<file path="config.mk">
export PLATFORM = sky130hd
export DESIGN_NAME = num_to_mors
export DESIGN_NICKNAME = d
export VERILOG_FILES = /design/src/rtl/morse_pkg.sv /design/src/rtl/morse_digit_lut.sv /design/src/rtl/num_to_mors.sv
export SDC_FILE = /design/constraint.sdc
export NUM_CORES = 1
export LEC_CHECK = 0
export BUFFER_PORTS_ARGS = -buffer_cell sky130_fd_sc_hd__buf_4
export CAP_MARGIN = 20
export CORE_MARGIN = 2
export CORE_UTILIZATION = 45
export DETAILED_ROUTE_END_ITERATION = 10
export GPL_TIMING_DRIVEN = 0
export PLACE_DENSITY = 0.6
export SLEW_MARGIN = 0
export SYNTH_ARGS = -nofsm -noshare
export SYNTH_HDL_FRONTEND = slang
export SYNTH_SLANG_ARGS = --single-unit
</file>
<file path="constraint.sdc">
create_clock -name clk -period 3.1 [get_ports clk]
set_clock_uncertainty 0.1 [all_clocks]
set_input_delay 0.31 -clock clk [delete_from_list [all_inputs] [get_ports clk]]
set_output_delay 0.31 -clock clk [all_outputs]
set_load 0.01 [all_outputs]
</file>
<file path="src/rtl/morse_pkg.sv">
// Shared definitions for the digit-Morse serial line (transmitter and receiver).
//   state_t           : FSM states of the transmitter/receiver
//   DOT_UNITS/DASH_UNITS : mark lengths in Morse time units
//   SYMS_PER_DIGIT    : elements per digit
//   digit_to_pattern  : digit -> 5-bit element pattern, 1 = dash, bit 4 sent first
package morse_pkg;

  typedef enum logic [1:0] {
    IDLE  = 2'd0,
    MARK  = 2'd1,
    SPACE = 2'd2,
    DGAP  = 2'd3
  } state_t;

  localparam int unsigned DOT_UNITS      = 1;
  localparam int unsigned DASH_UNITS     = 3;
  localparam int unsigned SYMS_PER_DIGIT = 5;

  // Non-digit codes map to all-dots; callers must qualify with a range check.
  function automatic logic [SYMS_PER_DIGIT-1:0] digit_to_pattern(input logic [3:0] d);
    logic [SYMS_PER_DIGIT-1:0] p;
    p = 5'b00000;
    case (d)
      4'd0: p = 5'b11111;
      4'd1: p = 5'b01111;
      4'd2: p = 5'b00111;
      4'd3: p = 5'b00011;
      4'd4: p = 5'b00001;
      4'd5: p = 5'b00000;
      4'd6: p = 5'b10000;
      4'd7: p = 5'b11000;
      4'd8: p = 5'b11100;
      4'd9: p = 5'b11110;
      default: p = 5'b00000;
    endcase
    return p;
  endfunction

endpackage

</file>
<file path="src/rtl/morse_digit_lut.sv">
// Combinational digit lookup.
//   digit   in  4 : binary digit
//   valid   out 1 : digit is in 0..9
//   pattern out 5 : element pattern, 1 = dash, bit 4 first
module morse_digit_lut
  import morse_pkg::*;
(
  input  logic [3:0]                digit,
  output logic                      valid,
  output logic [SYMS_PER_DIGIT-1:0] pattern
);

  assign valid   = (digit <= 4'd9);
  assign pattern = digit_to_pattern(digit);

endmodule

</file>
<file path="src/rtl/num_to_mors.sv">
// Morse transmitter for decimal digits.
//   clk          in  1 : clock, posedge
//   rst          in  1 : synchronous reset, active-high
//   digit        in  4 : digit to send (0..9)
//   digit_valid  in  1 : source offers a digit
//   digit_ready  out 1 : block can accept (IDLE only), decoded from state
//   mors         out 1 : Morse line, 1 = key down (registered)
//   busy         out 1 : transmission in progress (registered)
//   err          out 1 : one-cycle pulse for a discarded digit >9 (registered)
module num_to_mors
  import morse_pkg::*;
#(
  parameter int unsigned UNIT_CYCLES = 1,
  parameter int unsigned ELEM_GAP    = 1,
  parameter int unsigned DIGIT_GAP   = 3
) (
  input  logic       clk,
  input  logic       rst,
  input  logic [3:0] digit,
  input  logic       digit_valid,
  output logic       digit_ready,
  output logic       mors,
  output logic       busy,
  output logic       err
);

  localparam int unsigned MAX_GAP   = (ELEM_GAP > DIGIT_GAP) ? ELEM_GAP : DIGIT_GAP;
  localparam int unsigned MAX_UNITS = (MAX_GAP > DASH_UNITS) ? MAX_GAP : DASH_UNITS;
  localparam int unsigned CNT_W     = $clog2(MAX_UNITS * UNIT_CYCLES + 1);
  localparam int unsigned IDX_W     = $clog2(SYMS_PER_DIGIT);

  // Counters are loaded with (duration - 1) and count down to zero.
  localparam logic [CNT_W-1:0] DOT_LOAD  = CNT_W'(DOT_UNITS * UNIT_CYCLES - 1);
  localparam logic [CNT_W-1:0] DASH_LOAD = CNT_W'(DASH_UNITS * UNIT_CYCLES - 1);
  localparam logic [CNT_W-1:0] EGAP_LOAD = CNT_W'(ELEM_GAP * UNIT_CYCLES - 1);
  localparam logic [CNT_W-1:0] DGAP_LOAD = CNT_W'(DIGIT_GAP * UNIT_CYCLES - 1);
  localparam logic [IDX_W-1:0] LAST_IDX  = IDX_W'(SYMS_PER_DIGIT - 1);

  state_t                    state, state_n;
  logic [CNT_W-1:0]          cnt, cnt_n;
  logic [IDX_W-1:0]          idx, idx_n;
  logic [SYMS_PER_DIGIT-1:0] pat, pat_n;
  logic                      err_n;
  logic                      lut_valid;
  logic [SYMS_PER_DIGIT-1:0] lut_pattern;

  morse_digit_lut u_lut (
    .digit   (digit),
    .valid   (lut_valid),
    .pattern (lut_pattern)
  );

  assign digit_ready = (state == IDLE);

  // State, datapath and registered outputs; outputs follow the next state.
  always_ff @(posedge clk) begin
    if (rst) begin
      state <= IDLE;
      cnt   <= '0;
      idx   <= '0;
      pat   <= '0;
      mors  <= 1'b0;
      busy  <= 1'b0;
      err   <= 1'b0;
    end else begin
      state <= state_n;
      cnt   <= cnt_n;
      idx   <= idx_n;
      pat   <= pat_n;
      mors  <= (state_n == MARK);
      busy  <= (state_n != IDLE);
      err   <= err_n;
    end
  end

  // Next-state and datapath; pat[4] always holds the current/next element.
  always_comb begin
    state_n = state;
    cnt_n   = cnt;
    idx_n   = idx;
    pat_n   = pat;
    err_n   = 1'b0;
    case (state)
      IDLE: begin
        if (digit_valid) begin
          if (lut_valid) begin
            state_n = MARK;
            pat_n   = lut_pattern;
            idx_n   = '0;
            cnt_n   = lut_pattern[SYMS_PER_DIGIT-1] ? DASH_LOAD : DOT_LOAD;
          end else begin
            err_n = 1'b1;
          end
        end
      end
      MARK: begin
        if (cnt == '0) begin
          if (idx == LAST_IDX) begin
            state_n = DGAP;
            cnt_n   = DGAP_LOAD;
          end else begin
            state_n = SPACE;
            cnt_n   = EGAP_LOAD;
            idx_n   = idx + IDX_W'(1);
            pat_n   = {pat[SYMS_PER_DIGIT-2:0], 1'b0};
          end
        end else begin
          cnt_n = cnt - CNT_W'(1);
        end
      end
      SPACE: begin
        if (cnt == '0) begin
          state_n = MARK;
          cnt_n   = pat[SYMS_PER_DIGIT-1] ? DASH_LOAD : DOT_LOAD;
        end else begin
          cnt_n = cnt - CNT_W'(1);
        end
      end
      DGAP: begin
        if (cnt == '0) begin
          state_n = IDLE;
        end else begin
          cnt_n = cnt - CNT_W'(1);
        end
      end
      default: state_n = IDLE;
    endcase
  end

endmodule

</file>
-- Word-level counts from Yosys, hierarchy flattened
Memories as Yosys holds them, arrays and structs flattened.
Cells that the tools add are included.
- ROM bits: 80
- flip-flop bits (word level): 15
- input port bits: 7
- word-level logic and storage cells: 57
- output and inout port bits: 4
- memories kept: 1
- memory list (name ; depth ; bits a word ; rd ports ; clocked after memory_dff ; wr ports ; RTL line ; text):
    (name not given) ; 16 ; 5 ; 1 ; 0 ; 0 ; morse_pkg.sv:23 ; case (d)
- muxes and demuxes: 27
- add/subtract/negate cells: 2
- eq/ne operators: 10
- $lt $le $gt $ge: 1
- reduce and logical (&&, ||, !) cells: 7
- bitwise gates (word level): 2
- operator list (operator ; number):
    $mux 2 ; 13
    $mux 5 ; 4
    $pmux 2 s4 ; 2
    $mux 3 ; 4
    $pmux 5 s2 ; 1
    $ne 2x2->1 const B ; 4
    $pmux 3 s2 ; 1
    $reduce_and 5->1 ; 1
    $eq 2x1->1 const B ; 2
    $eq 2x2->1 const B ; 2
    $le 4x4->1 const B ; 1
    $logic_not 2->1 ; 2
    $reduce_bool 2->1 ; 2
    $add 3x1->3 const B ; 1
    $eq 3x3->1 const B ; 1
    $reduce_and 3->1 ; 1
    $reduce_or 3->1 ; 1
    $mux 1 ; 2
    $ne 2x1->1 const B ; 1
    $not 1->1 ; 2
    $sub 2x1->2 const B ; 1

-- Depth between registers and ports, before layout
Gate-level depths: netlist of run 1.
- word-level depth: 5
- gate-level depth with buffers: 6
- depth with buffers taken out: 6

-- Cells and area by module
From an unflattened synthesis of run 1, not the netlist that was laid out.
- cells, all modules: 103
- area total of the unflattened synthesis: 884.6 µm²
- modules (own cells, without submodules) (module ; area an instance (µm²) ; sequential area each (µm²) ; cells an instance ; instances):
    num_to_mors ; 809.5 ; 300.3 ; 91 ; 1
    morse_digit_lut ; 75.1 ; 0.0 ; 12 ; 1

-- Worst setup path before layout of run 1
Ideal clock, no wire load.
- kind: reg2reg
- start: reg cnt[0]
- end: reg pat[3]
- slack: 1490 ps
- required time: 2880 ps
- buffers on the path: 0
- stages on the path, launching flop included: 7
- arrival: 1390 ps
- cell sequence: dfxtp_1 -> inv_1 -> ha_1 -> a21boi_2 -> a32oi_2 -> a221o_1 -> a21oi_1
- cells in the longest elaborated chain, start to end: 3
- RTL lines (what ; RTL line ; text):
    start, declared ; num_to_mors.sv:40 ; logic [CNT_W-1:0] cnt, cnt_n;
    start signal, assigned ; num_to_mors.sv:67 ; cnt <= cnt_n;
    $logic_not 2->1 ; num_to_mors.sv:97 ; if (cnt == '0) begin
    $ne 2x2->1 (no line) ; - ;
    $reduce_and 5->1 (no line) ; - ;
    end signal, assigned ; num_to_mors.sv:69 ; pat <= pat_n;
    end, declared ; num_to_mors.sv:42 ; logic [SYMS_PER_DIGIT-1:0] pat, pat_n;
Every way passes these cells.
A chain may end at the register's enable or synchronous reset.

-- Final worst setup path of run 1
- start: reg cnt[0]
- end: reg pat[2]
Same word-level chain as after synthesis.

==> impl_metrics.tcl, run 1 <==
set metrics [dict create \
    timing.hold.worst_path_depth 2 \
    placement.cell_area_sq_um 1030 \
    core_sq_um 1940 \
    wl_per_cell_um 12.2 \
    final.period_utilization_pct 59.5 \
    floorplan.die.height_um 49.2 \
    grt_setup_unrepaired "no" \
    synth_nets 116 \
    dp.cells 142 \
    cts_setup_buffers 0 \
    rr_startpoint "cnt[0]" \
    r2r_setup_slack_ps 1250 \
    dr_total_vias 790 \
    postCtsHoldBufs 0 \
    antenna_cells_inserted 0 \
    finalInstanceArea_sq_um 1050 \
    globalRouteTotalUtil_pct 17.0 \
    result_of_the_run "completed" \
    rows 16 \
    ys.warnings.count 0 \
    grt_pass1_wl_um 3150 \
    numPortBuffers 10 \
    drt.antenna.violating_nets 0 \
    clock_tree_from_tritoncts "built" \
    avgViaCountPerCell 5.41 \
    drc 0 \
    fin_nets 131 \
    hold_path_class "input pin to register" \
    place_worst_setup_slack_ps 1270 \
    layout-drive-gt1-share_pct 25.2 \
    worst-slew-pin-transition_ps 488 \
    stdcell_count 146 \
    setup.worst_path.end_class "register" \
    root_buffer "clkbuf_4" \
    worst_ir_drop_vdd_mv 0.261 \
    clock_tree.buffer_depth 2 \
    start_util_pct 47.4 \
    layout_min_cycle_time_ps 1850 \
    setup_tns_final_ps 0 \
    die-width_um 49.2 \
    post-route-worst-setup-slack_ps 1250 \
    synthesis.area_sq_um 920 \
    timing.critical_path.required_ps 3200 \
    maximum_number_of_pins_on_one_net_before_global_route_repair 11 \
    detail_route.wirelength_um 1790 \
    timing.critical_path.from_type "register" \
    total_grt_overflow 0 \
    worstRegToRegCells 6 \
    mostFrequentLayoutCell "dfxtp_1" \
    flip_flop_and_latch_count_after_synthesis 15 \
    syn_inst 105 \
    timing.setup.critical_path_class "register to register" \
    areaGrowthSynthToFinish_pct 14.7 \
    post_cts_resized 0 \
    design.portCount 11 \
    detailedRoute.firstPassIterationCount 4 \
    cts-buffers-inserted 3 \
    finalMaxSlewViolations 0 \
    timing.hold.worst.start "rst" \
    fin_worst_hold_slack_ps 99.6 \
    cellPowerDensity_nw_per_um2 481 \
    antenna_found_initial 0 \
    drv_cap 0 \
    yosysSeqAreaShare_pct 32.7 \
    crit_path_max_fanout 9 \
    fmax_mhz 542 \
    cts.sink_count 15 \
    n_fill_cell 201 \
    hold_path_endpoint "state[0]" \
    worst_setup_hold_path_clk_slew_ps 100 \
    detailed_router_s_first_iteration_violation_count 10 \
    setup_viol 0 \
    htree_levels 1 \
    synthDistinctLibCells 43 \
    async_flop_share_pct 0 \
    timing.slew.headroom_pct 67.5 \
    arrival_ps 1950 \
    clock_latency_ps 280 \
    synth_edf_count 0 \
    leakagePower_nw 0.411 \
    most-common-layout-cells "15 x dfxtp_1, 11 x nand2_1, 11 x buf_4" \
    gp_congestion 0.708 \
    dp_hpwl_um 1360 \
    regToRegEndpoint "pat[2]" \
    first_global_vias 692 \
    dominantRegCellSynth "dfxtp_1" \
    syn_area_per_cell_sq_um 8.76 \
    hold_viol_final 0 \
    die_outline_area_sq_um 2420 \
]
-- state kept, by name (all words and copies together) (netlist names) --
signal  flops
busy        1
idx         3
err         1
state       2
pat         5
cnt         2
mors        1
-- worst max-delay path, stage by stage, from the launching register on --
cell and delay (ps):
dfxtp_1 370, inv_1 70, ha_1 290, a21boi_2 220
a32oi_2 430, a221oi_2 70, a211oi_1 210
-- power by group --
group	switching, mW	leakage (nW)	internal (mW)
clock network	0.0655	0.0150	0.0499
logic	0.0927	0.273	0.0779
registers	0.00925	0.123	0.212
-- cell families after synthesis --
| group | synth area share (%) |
|---|---|
| XOR/XNOR | 0.953 |
| flip-flops | 32.7 |
| AO/OA/AOI/OAI | 29.4 |
| buffers and inverters | 6.67 |
| adder cells (fa/ha/maj) | 5.44 |
| AND/OR/NAND/NOR | 24.9 |
-- worst max-delay path by stage --
stage                     slack (ps)  depth (start not counted)     end  startpoint
after floorplan                 1490                          6  pat[3]      cnt[0]
after detailed placement        1270                          6  pat[2]      cnt[0]
after CTS                       1240                          6  pat[2]      cnt[0]
final                           1250                          6  pat[2]      cnt[0]
after global routing            1100                          6  pat[2]      cnt[0]
after global placement          1300                          6  pat[3]      cnt[0]
-- per-stage QoR --
| stage | util (%) | power (mW) |
|---|---|---|
| CTS | 54.3 | 0.511 |
| floorplan | - | 0.352 |
| global route | 54.3 | 0.544 |
| finish | 54.3 | 0.507 |
| detailed placement | 53.0 | 0.398 |
| global placement | 53.0 | 0.395 |
-- layer usage --
metal  share of wire, %  global-route usage [%]
met1                 50                    24.5
met2                 46                    26.1
met3                2.9                    1.84
met4                1.3                    5.71
met5                  0                       0
-- synthesized netlist by cell type (2+ instances only) --
| cell type | count | area (sq um) |
|---|---|---|
| nand2b_1 | 3 | 18.8 |
| buf_6 | 2 | 22.5 |
| nor3b_1 | 2 | 15.0 |
| o21ai_0 | 6 | 30.0 |
| nor2_1 | 6 | 22.5 |
| ha_1 | 4 | 50.1 |
| inv_1 | 7 | 26.3 |
| nand2_1 | 11 | 41.3 |
| a21oi_1 | 9 | 45.0 |
| nor2b_1 | 2 | 12.5 |
| dfxtp_1 | 15 | 300 |
| a221oi_1 | 2 | 17.5 |
| nor3_1 | 2 | 10.0 |
| nand3_1 | 5 | 25.0 |
-- area by class of cell --
| cell class | count | area [sq um] | area share, % |
|---|---|---|---|
| buffer | 4 | 35.0 | 3.32 |
| clock buffer | 4 | 26.3 | 2.49 |
| inverter | 7 | 26.3 | 2.49 |
| multi-input combinational | 79 | 558 | 52.9 |
| sequential | 15 | 300 | 28.5 |
| tap | 27 | 33.8 | 3.20 |
| timing repair buffer | 10 | 75.1 | 7.12 |
Note: power is estimated with default switching activity, not from simulation.
==> run 2: changes to the inputs <==
- ABC_AREA: default -> 1
- PLACE_DENSITY: 0.6 -> 0.63
- clock period: 3.1 -> 1.6 ns (I/O delays scaled with it)
==> impl_metrics.tcl, run 2 <==
set metrics [dict create \
    detail_route.wirelength_um 1870 \
    clock_latency_ps 280 \
    ys.warnings.count 0 \
    place_worst_setup_slack_ps 61.7 \
    fin_nets 157 \
    worst_ir_drop_vdd_mv 0.401 \
    yosysMostFrequentCell "nand2_1" \
    detailed_router_s_first_iteration_violation_count 14 \
    most-common-layout-cells "29 x nand2_1, 20 x inv_1, 16 x nor2_1" \
    result_of_the_run "completed" \
    syn_inst 129 \
    regToRegEndpoint "pat[3]" \
    wl_per_cell_um 10.9 \
    critical-path-slowest-cell "dfxtp_2" \
    drv_cap 0 \
    root_buffer "clkbuf_4" \
    final.period_utilization_pct 93.1 \
    design.portCount 11 \
    yosysSeqAreaShare_pct 33.4 \
    largest_register_ff_count 5 \
    worstRegToRegCells 10 \
    cts.sink_count 15 \
    yosys-top-cells-area "dfxtp_1 33%, nand2_1 12%, inv_1 8.3%, nor2_1 6.7%, ha_1 5.6%" \
    first_global_vias 794 \
    critical_path.max_stage_delay_ps 350 \
    fin_worst_hold_slack_ps 43.2 \
    cts-buffers-inserted 3 \
    n_fill_cell 210 \
    critical_path.top_delay_family "simple AND/OR/NAND/NOR gates" \
    areaGrowthSynthToFinish_pct 20.0 \
    floorplan.die.height_um 48.7 \
    yosys-top-cells-count "29 x nand2_1, 20 x inv_1, 16 x nor2_1, 15 x dfxtp_1, 10 x nand3_1" \
    timing.critical_path.from_type "register" \
    maximum_number_of_pins_on_one_net_before_global_route_repair 11 \
    crit_path_max_fanout 4 \
    r2r_setup_slack_ps 110 \
    timing.slew.headroom_pct 68.2 \
    top_regs "pat x5, idx x3" \
    timing.setup.critical_path_class "register to register" \
    numPortBuffers 10 \
    rr_startpoint "idx[0]" \
    multi_input_area_sq_um 553 \
    path_cells "inv_1 -> ha_1 -> nand2_1 -> nand2_1 -> nand2_2 -> nand2_4 -> nor2_4 -> nand2_1 -> nand2_1 -> nor2_1" \
    clock_tree.buffer_depth 2 \
    avgViaCountPerCell 5.02 \
    largest_register "pat" \
    fin_total_pwr_mw 0.980 \
    cp-endpoint "pat[3]" \
    async_flop_share_pct 0 \
    total_grt_overflow 0 \
    regArea_sq_um 304 \
    finalMaxSlewViolations 0 \
    die_outline_area_sq_um 2370 \
    flip_flop_and_latch_count_after_synthesis 15 \
    critical_path_depth 10 \
    antenna_cells_inserted 0 \
    worst_setup_hold_path_clk_slew_ps 90 \
    worstPathBufferInverterCount 1 \
    synth_area_leader_cell "dfxtp_1" \
    leakagePower_nw 0.501 \
    synthesis.area_sq_um 900 \
    fmax_mhz 671 \
    rows 16 \
    setup.worst_path.end_class "register" \
    antenna_found_initial 0 \
    dominantRegCellSynth "dfxtp_1" \
    cellPowerDensity_nw_per_um2 907 \
    clock_tree_from_tritoncts "built" \
    die-width_um 48.7 \
    htree_levels 1 \
    dp_hpwl_um 1400 \
    worst-slew-pin-transition_ps 476 \
    worst_setup_path_startpoint "idx[0]" \
    synth_nets 140 \
    arrival_ps 1550 \
    mostFrequentLayoutCell "nand2_1" \
    globalRouteTotalUtil_pct 16.6 \
    setup_viol 0 \
    detailedRoute.firstPassIterationCount 4 \
    grt_pass1_wl_um 3140 \
    dr_total_vias 864 \
    drt.antenna.violating_nets 0 \
    netlist.area_leader.share_pct 33.4 \
    synth_edf_count 0 \
    start_util_pct 46.8 \
    synthDistinctLibCells 23 \
    hold_path_class "input pin to register" \
    cp_common_cell "nand2_1" \
    drc 0 \
    hold_viol_final 0 \
    syn_area_per_cell_sq_um 6.97 \
    layout_min_cycle_time_ps 1490 \
    layout-drive-gt1-share_pct 22.1 \
    timing.critical_path.required_ps 1660 \
    core_sq_um 1920 \
    post-route-worst-setup-slack_ps 110 \
    gp_congestion 0.862 \
]
==> run 2: per-stage QoR <==
stage	util [%]	cells	setup TNS (ps)	instance area, sq um
2_1_floorplan	-	129	0	900
3_3_place_gp	52.5	166	0	1010
3_5_place_dp	52.5	166	0	1010
4_1_cts	53.9	170	0	1040
5_1_grt	56.2	172	-3.45	1080
6_report	56.2	172	0	1080
==> run 2: cell type report <==
cell class | instances | share of cell area [%]
tap | 27 | 3.13
clock inverter | 1 | 0.463
multi-input combinational | 94 | 51.2
buffer | 1 | 0.348
timing repair buffer | 11 | 7.65
sequential | 15 | 28.2
inverter | 20 | 6.95
clock buffer | 3 | 2.09
==> run 2: worst min-delay path by stage <==
stage / start / to / cells after the start
final: rst / idx[2] / 4
after global routing: rst / cnt[0] / 3
after CTS: rst / idx[2] / 4
after detailed placement: rst / idx[2] / 4
after global placement: rst / cnt[0] / 3
after floorplan: rst / idx[2] / 3
==> run 2: power by group <==
| group | switching [mW] | internal (mW) | leakage, nW |
|---|---|---|---|
| sequential | 0.0230 | 0.411 | 0.124 |
| combinational | 0.200 | 0.129 | 0.359 |
| clock | 0.124 | 0.0927 | 0.0177 |
==> run 2: what timing repair did <==
item,CTS,global route
buffers inserted,0,1
gates resized for setup,0,6
hold buffers,0,0
endpoints found under the setup margin,0,8
==> run 2: per-layer routing <==
layer | share of wire (%) | global-route usage (%) | wire [um]
met2 | 51 | 28.3 | 946
met3 | 2.8 | 3.40 | 53
met5 | 0 | 0 | 0
met1 | 44 | 20.0 | 831
met4 | 2.2 | 7.62 | 41
==> run 2: tightest hold or removal path, cell delays in order <==
cell and delay [ps]:
buf_4 100, nor2_1 40, nand2_1 50, nor2_1 30
==> run 2: kinds of logic after synthesis <==
family,Yosys count,share of synthesized area [%]
AO/OA/AOI/OAI,21,12.8
adder cells (fa/ha/maj),4,5.56
buffers and inverters,21,8.76
flip-flops,15,33.4
AND/OR/NAND/NOR,68,39.5
==> run 3: changes to the inputs <==
- CORE_UTILIZATION: 45 -> 30
- PLACE_DENSITY: 0.63 -> 0.44
==> impl_metrics.tcl, run 3 (synthesis results as in run 2) <==
set metrics [dict create \
    cp_common_cell "nand2_1" \
    worst_setup_path_startpoint "idx[0]" \
    maximum_number_of_pins_on_one_net_before_global_route_repair 11 \
    cp-endpoint "idx[0]" \
    drv_cap 0 \
    timing.setup.critical_path_class "register to register" \
    dp.cells 170 \
    design.portCount 11 \
    worst_ir_drop_vdd_mv 0.327 \
    layout.core_utilization_pct 38.4 \
    drt.antenna.violating_nets 0 \
    globalRouteTotalUtil_pct 12.8 \
    cts-buffers-inserted 3 \
    leakagePower_nw 0.500 \
    largest_register_ff_count 5 \
    worst-slew-pin-transition_ps 509 \
    clock_tree_from_tritoncts "built" \
    htree_levels 1 \
    worstRegToRegCells 8 \
    die-width_um 58.8 \
    dr_total_vias 845 \
    r2r_setup_slack_ps 140 \
    finalMaxSlewViolations 0 \
    avgViaCountPerCell 4.80 \
    detailed_router_s_first_iteration_violation_count 47 \
    worstPathBufferInverterCount 1 \
    postCtsHoldBufs 0 \
    place_worst_setup_slack_ps 63.7 \
    grt_pass1_wl_um 3310 \
    critical_path.max_stage_delay_ps 350 \
    fin_nets 157 \
    worst_setup_hold_path_clk_slew_ps 100 \
    detail_route.wirelength_um 2020 \
    stdcell_count 176 \
    core_sq_um 2810 \
    hold_path_class "input pin to register" \
    first_global_vias 729 \
    mostFrequentLayoutCell "nand2_1" \
    finalInstanceArea_sq_um 1080 \
    crit_path_max_fanout 6 \
    path_cells "inv_1 -> ha_1 -> nand2_1 -> nand2_1 -> nand2_2 -> nand4_2 -> nand2_1 -> a21oi_1" \
    rr_startpoint "idx[0]" \
    timing.slew.headroom_pct 66.0 \
    setup_viol 0 \
    clock_latency_ps 290 \
    floorplan.die.height_um 58.8 \
    largest_register "pat" \
    numPortBuffers 10 \
    areaGrowthSynthToFinish_pct 19.6 \
    setup_tns_final_ps 0 \
    most-common-layout-cells "29 x nand2_1, 20 x inv_1, 16 x nor2_1" \
    arrival_ps 1520 \
    layout_min_cycle_time_ps 1460 \
    antenna_cells_inserted 0 \
    layout-drive-gt1-share_pct 22.1 \
    globalRouteMet1Util_pct 16.7 \
    fin_total_pwr_mw 0.985 \
    cts.sink_count 15 \
    dp_hpwl_um 1500 \
    gr-usage-met3_pct 1.98 \
    gp_congestion 0.760 \
    drc 0 \
    hold_viol_final 0 \
    cellPowerDensity_nw_per_um2 915 \
    regToRegEndpoint "idx[0]" \
    met2_usage_pct 20.3 \
    timing.critical_path.from_type "register" \
    timing.critical_path.required_ps 1660 \
    antenna_found_initial 0 \
    total_grt_overflow 0 \
    critical-path-slowest-cell "dfxtp_2" \
    final.period_utilization_pct 91.5 \
    setup.worst_path.end_class "register" \
    die_outline_area_sq_um 3450 \
    critical_path_depth 8 \
    start_util_pct 32.1 \
    detailedRoute.firstPassIterationCount 4 \
    critical_path.top_delay_family "simple AND/OR/NAND/NOR gates" \
    placement.cell_area_sq_um 1010 \
    top_regs "pat x5, idx x3" \
    clock_tree.buffer_depth 2 \
    post-route-worst-setup-slack_ps 136 \
    grt.busiest_layer "met2" \
    fmax_mhz 683 \
    root_buffer "clkbuf_4" \
    wl_per_cell_um 11.5 \
    result_of_the_run "completed" \
    fin_worst_hold_slack_ps 35.8 \
    rows 19 \
]
## run 3: cell types whose count changed in the layout (fill, tap and decap cells not counted)
cell / previous run / this run
nand4_2: 0 / 1
nand4_4: 1 / 0
## run 3: worst min-delay path: stages
cell	delay, ps
buf_4	100
a21oi_1	40
o21a_1	90
## run 3: final cells by class
class | instances | area (sq um)
clock buffers | 3 | 22.5
well taps | 31 | 38.8
fillers | 324 | 1730
multi-input cells | 94 | 544
inverters | 20 | 75.1
clock inverters | 1 | 5.00
flip-flops and latches | 15 | 304
plain buffers | 1 | 3.75
repair buffers | 11 | 82.6
## run 3: how the worst min path moves through the flow
stage / to / depth (start not counted) / slack (ps) / startpoint
2_1_floorplan: idx[2] / 3 / 210 / rst
3_3_place_gp: idx[2] / 4 / 340 / rst
3_5_place_dp: cnt[0] / 3 / 350 / rst
4_1_cts: cnt[0] / 3 / 30 / rst
5_1_grt: cnt[0] / 3 / 50 / rst
6_report: cnt[0] / 3 / 40 / rst
## run 3: power by group
part,switching (mW),internal [mW],total (mW)
clock,0.132,0.0929,0.225
combinational,0.200,0.127,0.327
sequential,0.0223,0.411,0.433
## run 3: layer usage
| metal | vias to the layer above | share of wire, % |
|---|---|---|
| met5 | - | 0 |
| met4 | 0 | 0.89 |
| met3 | 2 | 2.5 |
| met2 | 8 | 48 |
| met1 | 393 | 49 |
| li1 | 442 | - |
## run 3: what timing repair did
action	CTS	global route
setup buffers	0	1
resized for setup	0	5
endpoints found under the setup margin	0	9
